File: src/rtl/encoder_conv.sv
// ---------------------------------------------------------------------------
// encoder_conv
//   Rate 1/2, K=7 convolutional encoder (g0 = 133 octal -> A, g1 = 171 octal
//   -> B) with a serial bit-in / bit-out interface and optional six-bit zero
//   tail for trellis termination.
//
// Parameters
//   frame  : maximum payload length; a larger Length is clamped to frame.
//   TAIL   : 1 = append six zero tail bits after the payload, 0 = no tail.
//
// Ports
//   Clk     in   single clock, rising edge
//   Reset   in   synchronous active-high reset (highest priority)
//   Start   in   high = frame in progress; low behaves like Reset
//   Length  in   payload bit count, latched on the first cycle of Start
//   x       in   serial payload bit, sampled at edges where Ready is high
//   Ready   out  x is sampled at the end of this cycle
//   Out     out  coded bit (A then B per input bit), 0 when Valid is low
//   Valid   out  Out carries a coded bit
//   Done    out  frame fully emitted; held until Start low or Reset
// ---------------------------------------------------------------------------
module encoder_conv #(
    parameter int frame = 512,
    parameter bit TAIL  = 1'b1
) (
    input  logic        Clk,
    input  logic        Reset,
    input  logic        Start,
    input  logic [14:0] Length,
    input  logic        x,
    output logic        Ready,
    output logic        Out,
    output logic        Valid,
    output logic        Done
);

    typedef enum logic [1:0] {
        S_IDLE = 2'd0,
        S_RUN  = 2'd1,
        S_TAIL = 2'd2,
        S_DONE = 2'd3
    } state_t;

    localparam logic [14:0] FRAME_LEN = 15'(frame);
    localparam logic [2:0]  TAIL_BITS = 3'd6;

    // Generator g0 = 133 octal: taps on the new bit and sr[1], sr[2], sr[4], sr[5].
    function automatic logic conv_a(input logic bit_in, input logic [5:0] sr);
        return bit_in ^ sr[1] ^ sr[2] ^ sr[4] ^ sr[5];
    endfunction

    // Generator g1 = 171 octal: taps on the new bit and sr[0], sr[1], sr[2], sr[5].
    function automatic logic conv_b(input logic bit_in, input logic [5:0] sr);
        return bit_in ^ sr[0] ^ sr[1] ^ sr[2] ^ sr[5];
    endfunction

    state_t      state_r, state_s;
    logic        phase_r, phase_s;    // 0: feed slot (B of previous bit on Out), 1: A on Out
    logic [14:0] cnt_r,   cnt_s;      // payload bits accepted
    logic [2:0]  tcnt_r,  tcnt_s;     // tail bits fed
    logic [14:0] len_r,   len_s;      // latched, clamped Length
    logic [5:0]  sr_r,    sr_s;
    logic        b_hold_r, b_hold_s;  // B of the bit just fed, emitted one cycle after A

    logic        feed_s;              // a bit enters the encoder at this edge
    logic        feed_bit_s;
    logic        a_s;
    logic        emit_b_s;
    logic [14:0] clamp_len_s;

    logic        ready_s, out_s, valid_s, done_s;

    // State and datapath registers plus registered outputs; Reset wins over everything.
    always_ff @(posedge Clk) begin
        if (Reset) begin
            state_r  <= S_IDLE;
            phase_r  <= 1'b0;
            cnt_r    <= 15'd0;
            tcnt_r   <= 3'd0;
            len_r    <= 15'd0;
            sr_r     <= 6'd0;
            b_hold_r <= 1'b0;
            Ready    <= 1'b0;
            Out      <= 1'b0;
            Valid    <= 1'b0;
            Done     <= 1'b0;
        end else begin
            state_r  <= state_s;
            phase_r  <= phase_s;
            cnt_r    <= cnt_s;
            tcnt_r   <= tcnt_s;
            len_r    <= len_s;
            sr_r     <= sr_s;
            b_hold_r <= b_hold_s;
            Ready    <= ready_s;
            Out      <= out_s;
            Valid    <= valid_s;
            Done     <= done_s;
        end
    end

    // Next-state and datapath: decides which bit (payload, tail or none) is fed this edge.
    always_comb begin
        state_s     = state_r;
        phase_s     = phase_r;
        cnt_s       = cnt_r;
        tcnt_s      = tcnt_r;
        len_s       = len_r;
        sr_s        = sr_r;
        b_hold_s    = b_hold_r;
        feed_s      = 1'b0;
        feed_bit_s  = 1'b0;
        emit_b_s    = 1'b0;
        clamp_len_s = (Length > FRAME_LEN) ? FRAME_LEN : Length;

        if (!Start) begin
            state_s  = S_IDLE;
            phase_s  = 1'b0;
            cnt_s    = 15'd0;
            tcnt_s   = 3'd0;
            len_s    = 15'd0;
            sr_s     = 6'd0;
            b_hold_s = 1'b0;
        end else begin
            case (state_r)
                S_IDLE: begin
                    len_s   = clamp_len_s;
                    phase_s = 1'b0;
                    cnt_s   = 15'd0;
                    tcnt_s  = 3'd0;
                    sr_s    = 6'd0;
                    if (clamp_len_s != 15'd0) begin
                        state_s = S_RUN;
                    end else if (TAIL == 1'b1) begin
                        state_s = S_TAIL;
                    end else begin
                        state_s = S_DONE;
                    end
                end
                S_RUN, S_TAIL: begin
                    if (phase_r == 1'b0) begin
                        // The last B of the payload shares this slot with the first
                        // tail feed, so the coded stream has no gap at the seam.
                        if ((state_r == S_RUN) && (cnt_r < len_r)) begin
                            feed_s     = 1'b1;
                            feed_bit_s = x;
                            cnt_s      = cnt_r + 15'd1;
                        end else if ((TAIL == 1'b1) && (tcnt_r < TAIL_BITS)) begin
                            feed_s     = 1'b1;
                            feed_bit_s = 1'b0;
                            tcnt_s     = tcnt_r + 3'd1;
                            state_s    = S_TAIL;
                        end else begin
                            state_s = S_DONE;
                        end
                        if (feed_s) begin
                            sr_s     = {sr_r[4:0], feed_bit_s};
                            b_hold_s = conv_b(feed_bit_s, sr_r);
                            phase_s  = 1'b1;
                        end else begin
                            phase_s = 1'b0;
                        end
                    end else begin
                        emit_b_s = 1'b1;
                        phase_s  = 1'b0;
                    end
                end
                S_DONE: begin
                    state_s = S_DONE;
                end
                default: begin
                    state_s = S_IDLE;
                end
            endcase
        end
        a_s = conv_a(feed_bit_s, sr_r);
    end

    // Output decode, registered next edge: A when a bit is fed, B on the following slot.
    always_comb begin
        ready_s = (state_s == S_RUN) && (phase_s == 1'b0) && (cnt_s < len_s);
        valid_s = feed_s || emit_b_s;
        if (feed_s) begin
            out_s = a_s;
        end else if (emit_b_s) begin
            out_s = b_hold_r;
        end else begin
            out_s = 1'b0;
        end
        done_s  = (state_s == S_DONE);
    end

endmodule

File: config.mk
export PLATFORM = sky130hd
export DESIGN_NAME = encoder_conv
export DESIGN_NICKNAME = d
export VERILOG_FILES = /design/src/rtl/encoder_conv.sv
export SDC_FILE = /design/constraint.sdc
export NUM_CORES = 1
export LEC_CHECK = 0
export ABC_AREA = 0
export CORE_MARGIN = 10
export CORE_UTILIZATION = 45
export CTS_BUF_LIST = sky130_fd_sc_hd__clkbuf_8 sky130_fd_sc_hd__clkbuf_16
export DETAILED_ROUTE_END_ITERATION = 10
export GPL_TIMING_DRIVEN = 0
export PLACE_DENSITY = 0.74
export SETUP_SLACK_MARGIN = 0.5
export SYNTH_ARGS = -nofsm -noshare
export SYNTH_HDL_FRONTEND = slang
export SYNTH_SLANG_ARGS = --single-unit
File: constraint.sdc
create_clock -name Clk -period 8.3 [get_ports Clk]
set_clock_uncertainty 0.05 [all_clocks]
set_input_delay 1.66 -clock Clk [delete_from_list [all_inputs] [get_ports Clk]]
set_output_delay 1.66 -clock Clk [all_outputs]
set_load 0.05 [all_outputs]
# Yosys cells after proc, flatten, opt, wreduce, memory -nomap -nowiden
# Index checks and enable logic that the tools add are counted.
# Widths: inputs -> output; s select.
# totals
reg_bits	47
latch_bits	0
ram_bits	0
romBits	0
elab_cells	93
memories	0
# op_classes
add_sub_neg	2
multipliers	0
div	0
order_cmp	4
n_eq_ne	9
n_shift	0
mux	44
n_bitwise	11
reduce_logical	12
# op_table
operator	count
$mux 15	6
$lt 15x15->1	2
$pmux 15 s2	1
$mux 1	24
$add 15x1->15 const B	1
$gt 15x10->1 const B	1
$reduce_bool 15->1	1
$mux 6	2
$pmux 6 s2	1
$mux 3	3
$mux 2	4
$ne 2x2->1 const B	4
$xor 1x1->1	8
$eq 2x2->1 const B	3
$pmux 2 s3	1
$pmux 3 s2	1
$reduce_and 3->1	2
$eq 2x1->1 const B	2
$reduce_and 4->1	1
$reduce_or 2->1	2
$add 3x1->3 const B	1
$logic_and 1x1->1	3
$lt 3x3->1 const B	1
$not 1->1	3
other kinds (4)	4

# Logic depth before layout (Yosys ltp)
# depth
word_depth	14
depth_mapped	17

# Least setup slack after synthesis
# Ideal clock, no wire load.
# synth_path
path_type	input to register
from	input Length[14]
to	register Ready
arrival_time_ps	3824
required_time_ps	8147
slack_ps	4322
stages	12
path_buffers	0
cell_sequence	nor4_1 nand3b_1 a21oi_1 nand2_1 o21ai_0 nand2_1 ha_1 a21oi_1 nor2_1 a2111oi_0 o21ai_0 a2111oi_2
# synth_via
elab_chain_len	9
# synth_rtl
item	line	text
start, declared	29	input logic [14:0] Length,
$gt 15x10->1	114	clamp_len_s = (Length > FRAME_LEN) ? FRAME_LEN : Length;
$mux 15 *	114	
$reduce_bool 15->1	132	if (clamp_len_s != 15'd0) begin
$mux 2	132	
$pmux 2 s3	125	case (state_r)
$mux 2	116	if (!Start) begin
$eq 2x1->1	181	ready_s = (state_s == S_RUN) && (phase_s == 1'b0) && (cnt_s < len_s);
$logic_and 1x1->1	181	
$logic_and 1x1->1 *	181	
end signal, assigned	95	Ready <= ready_s;
end, declared	31	output logic Ready,
# Mark *: on every way between the ends. The rest lies on a longest branch, timed or not.
# A chain may end at the register's enable or synchronous reset.

# Worst setup path after layout
# layout_path
from	input Length[3]
to	register Ready
# The elaborated chain is that of the path after synthesis.

==> summary.txt <==
Power
  – VDD IR max: 0.0551 mV
  – Switching power: 0.0979 mW
  – Internal power: 0.298 mW
  – Clock power frac: 32.4%
  – Switch share: 24.7%
  – Comb power frac: 9.9%
  – Sequential power share: 57.6%
  – P_leak: 1.19 nW
  – PwrDens: 120 nW/µm²

Clocking
  – Number of CTS-inserted buffers: 5
  – Hold buffers post-CTS: 0
  – Post-CTS resize count: 0
  – CTS Sinks: 47
  – Setup Fix Bufs, Post-CTS: 0
  – H-tree levels: 2
  – CTS tree: yes
  – CTS max path bufs: 2
  – Root Buffer: clkbuf_8
  – Reg clk slew, reported paths: 0.08 ns
  – Worst-skew pair later-pin latency: 0.30 ns

Floorplan
  – Die span in x: 100 µm
  – Die ar.: 10,100 µm²
  – Row cnt: 29
  – Starting Density: 46.2%
  – Core area: 6310 µm²
  – Die Y: 100 µm
  – # IOs: 23

GRT
  – Vias in the first global route: 2,580
  – Gr usage total: 14.0%
  – Pin count of the biggest net entering global routing: 13
  – Initial antenna violation count: 0
  – Gr ovfl total: 0
  – First-pass GRT wire length: 11.9 mm

Setup path
  – Worst Path Max Fanout: 8
  – R2R Path Start: len_r[13]
  – FF-to-FF setup slack: 4.24 ns
  – Worst setup EP type: flop
  – Reg-to-reg endpoint: Ready
  – WS Path Type: primary input to flop
  – Critical Path RT: 8.43 ns
  – Reg2reg path depth: 15
  – Startpoint types: primary input
  – Data arrival time of the worst path: 4.70 ns

Layout
  – Nets@finish: 449
  – # diodes: 0
  – Commonest cells after routing, fill and taps aside: nor2_1, dfxtp_1, nand2_1, ha_1, inv_1
  – Share of layout cells above drive strength 1: 4.30%
  – Fillers: 599
  – Area Overhead vs Synth: 13.3%
  – Commonest non-fill, non-tap cell in the layout: nor2_1
  – Design area: 3300 µm²

Timing
  – Worst Max-Slew Pin Slew: 0.687 ns
  – Slew Viols, Final: 0
  – Fmax: 219 MHz
  – RSZ-0062 raised after global routing: false
  – Clock period minus worst slack: 4.57 ns
  – Slew HR: 53.8%
  – Final worst path period share: 55.0%
  – Setup tns final: 0 ns
  – Hold Fails Final Rpt: 0
  – Final setup viols: 0

Place
  – Port Buffers: 22
  – Placed Area: 3230 µm²
  – GPL Wtd Cong: 0.869
  – Post-DP HPWL: 5.34 mm

Status
  – Outcome: finished, final reports clean

Synthesis
  – Synth Instances: 367
  – Main synth FF type: dfxtp_1
  – Synthesized area per cell: 7.94 µm²
  – Unique masters post-synth: 44
  – Syn nets: 420
  – Seq/Total Area, Yosys: 32.3%
  – Number of synthesized flops with an enable pin: 0
  – Yosys warning count: 0
  – Mapped Area: 2920 µm²
  – Async S/R FF share, synth: 0%
  – Yosys reg bits: 47

Routing
  – Number of vias per cell: 5.50
  – 1st-iter DRT viols: 98
  – Drt total wl: 6.81 mm
  – DRC: 0
  – Antenna viol nets, final: 0
  – Post-DR wirelength/cell: 14.4 µm
  – DR vias: 2,597
  – First drt pass iteration count: 4

Worst hold path
  – Hold EP: sr_r[4]
  – Worst hold start: sr_r[3]
  – Hold path depth: 2
  – Hold crit path type: flop to flop

Flow run
  – Max Cap Viol: 0
## power groups by stage
| stage | clock (mW) | sequential (mW) | combinational, mW |
|---|---|---|---|
| finish | 0.128 | 0.228 | 0.0393 |
| global route | 0.141 | 0.228 | 0.0435 |
| CTS | 0.133 | 0.228 | 0.0392 |
| detailed placement | 0 | 0.233 | 0.0390 |
| global placement | 0 | 0.233 | 0.0385 |
| floorplan | 0 | 0.234 | 0.0202 |
## worst max-delay path by stage
| stage | start | end | slack [ns] | depth (start not counted) |
|---|---|---|---|---|
| 6_report | Length[3] | Ready | 3.73 | 13 |
| 5_1_grt | Length[3] | Ready | 3.30 | 15 |
| 4_1_cts | Length[3] | Ready | 3.70 | 15 |
| 3_5_place_dp | Length[3] | Ready | 3.39 | 15 |
| 3_3_place_gp | Length[3] | Ready | 3.38 | 15 |
| 2_1_floorplan | Length[14] | Ready | 4.32 | 12 |
## cell families (layout without fill, tap and decap cells)
family	Yosys count	count (layout)	synth area share [%]
AO/OA/AOI/OAI	68	68	16.1
flip-flops	47	47	32.3
buffers and inverters	36	64	4.64
XOR/XNOR	20	20	6.01
adder cells (fa/ha/maj)	34	34	14.6
multiplexers	1	1	0.343
AND/OR/NAND/NOR	161	161	26.1
## critical path, stage by stage
cell and delay (ns):
clkdlybuf4s50_1 0.42, nor4_1 0.31, nand3_1 0.13, a21oi_1 0.45
nand2_1 0.13, o21ai_0 0.10, nand2_1 0.11, ha_1 0.32
a21oi_1 0.13, nor2_1 0.06, a2111oi_0 0.36, o21ai_0 0.16
a2111oi_2 0.36
## routing by layer
layer,up-vias,global-route usage [%],wire length [µm]
met5,-,0,0
li1,1317,-,-
met1,1209,18.2,3260
met2,63,22.3,3080
met4,0,4.89,92
met3,8,3.22,384
## flip-flops by register name, summed over array words and instances (netlist names)
name and cells:
b_hold_r 1, Valid 1, Out 1, Ready 1, sr_r 6, phase_r 1, state_r 2, tcnt_r 3
len_r 15, Done 1, cnt_r 15
## Yosys cell counts (5+ instances only)
master / count / area share (%)
nor2_1: 64 / 8.2
dfxtp_1: 47 / 32
nand2_1: 39 / 5.0
ha_1: 34 / 15
inv_1: 26 / 3.3
a21oi_1: 17 / 2.9
nand3_1: 17 / 2.9
xnor2_1: 17 / 5.1
o21ai_0: 16 / 2.7
clkbuf_1: 8 / 1.0
nand4_1: 8 / 1.7
and2_1: 7 / 1.5
nor2b_1: 5 / 1.1
o211ai_1: 5 / 1.3
o21ai_1: 5 / 0.86
## layout make-up
class | count | area, µm² | share of cell area [%]
Tap cell | 77 | 96.3 | 2.92
Timing Repair Buffer | 22 | 220 | 6.66
Inverter | 26 | 97.6 | 2.95
Multi-Input combinational cell | 284 | 1840 | 55.7
Clock inverter | 1 | 3.75 | 0.114
Buffer | 10 | 37.5 | 1.14
Clock buffer | 5 | 68.8 | 2.08
Sequential cell | 47 | 941 | 28.5
## stage by stage
| stage | utilization, % | hold WS [ns] | power, mW | setup slack, ns | std cells |
|---|---|---|---|---|---|
| finish | 52.3 | 0.415 | 0.396 | 3.73 | 472 |
| global route | 52.3 | 0.450 | 0.413 | 3.30 | 472 |
| CTS | 52.3 | 0.419 | 0.400 | 3.70 | 472 |
| detailed placement | 51.2 | 0.403 | 0.272 | 3.39 | 466 |
| global placement | 51.2 | 0.398 | 0.272 | 3.38 | 466 |
| floorplan | - | 0.382 | 0.255 | 4.32 | 367 |
No activity file was read; power rests on OpenSTA's default activity.
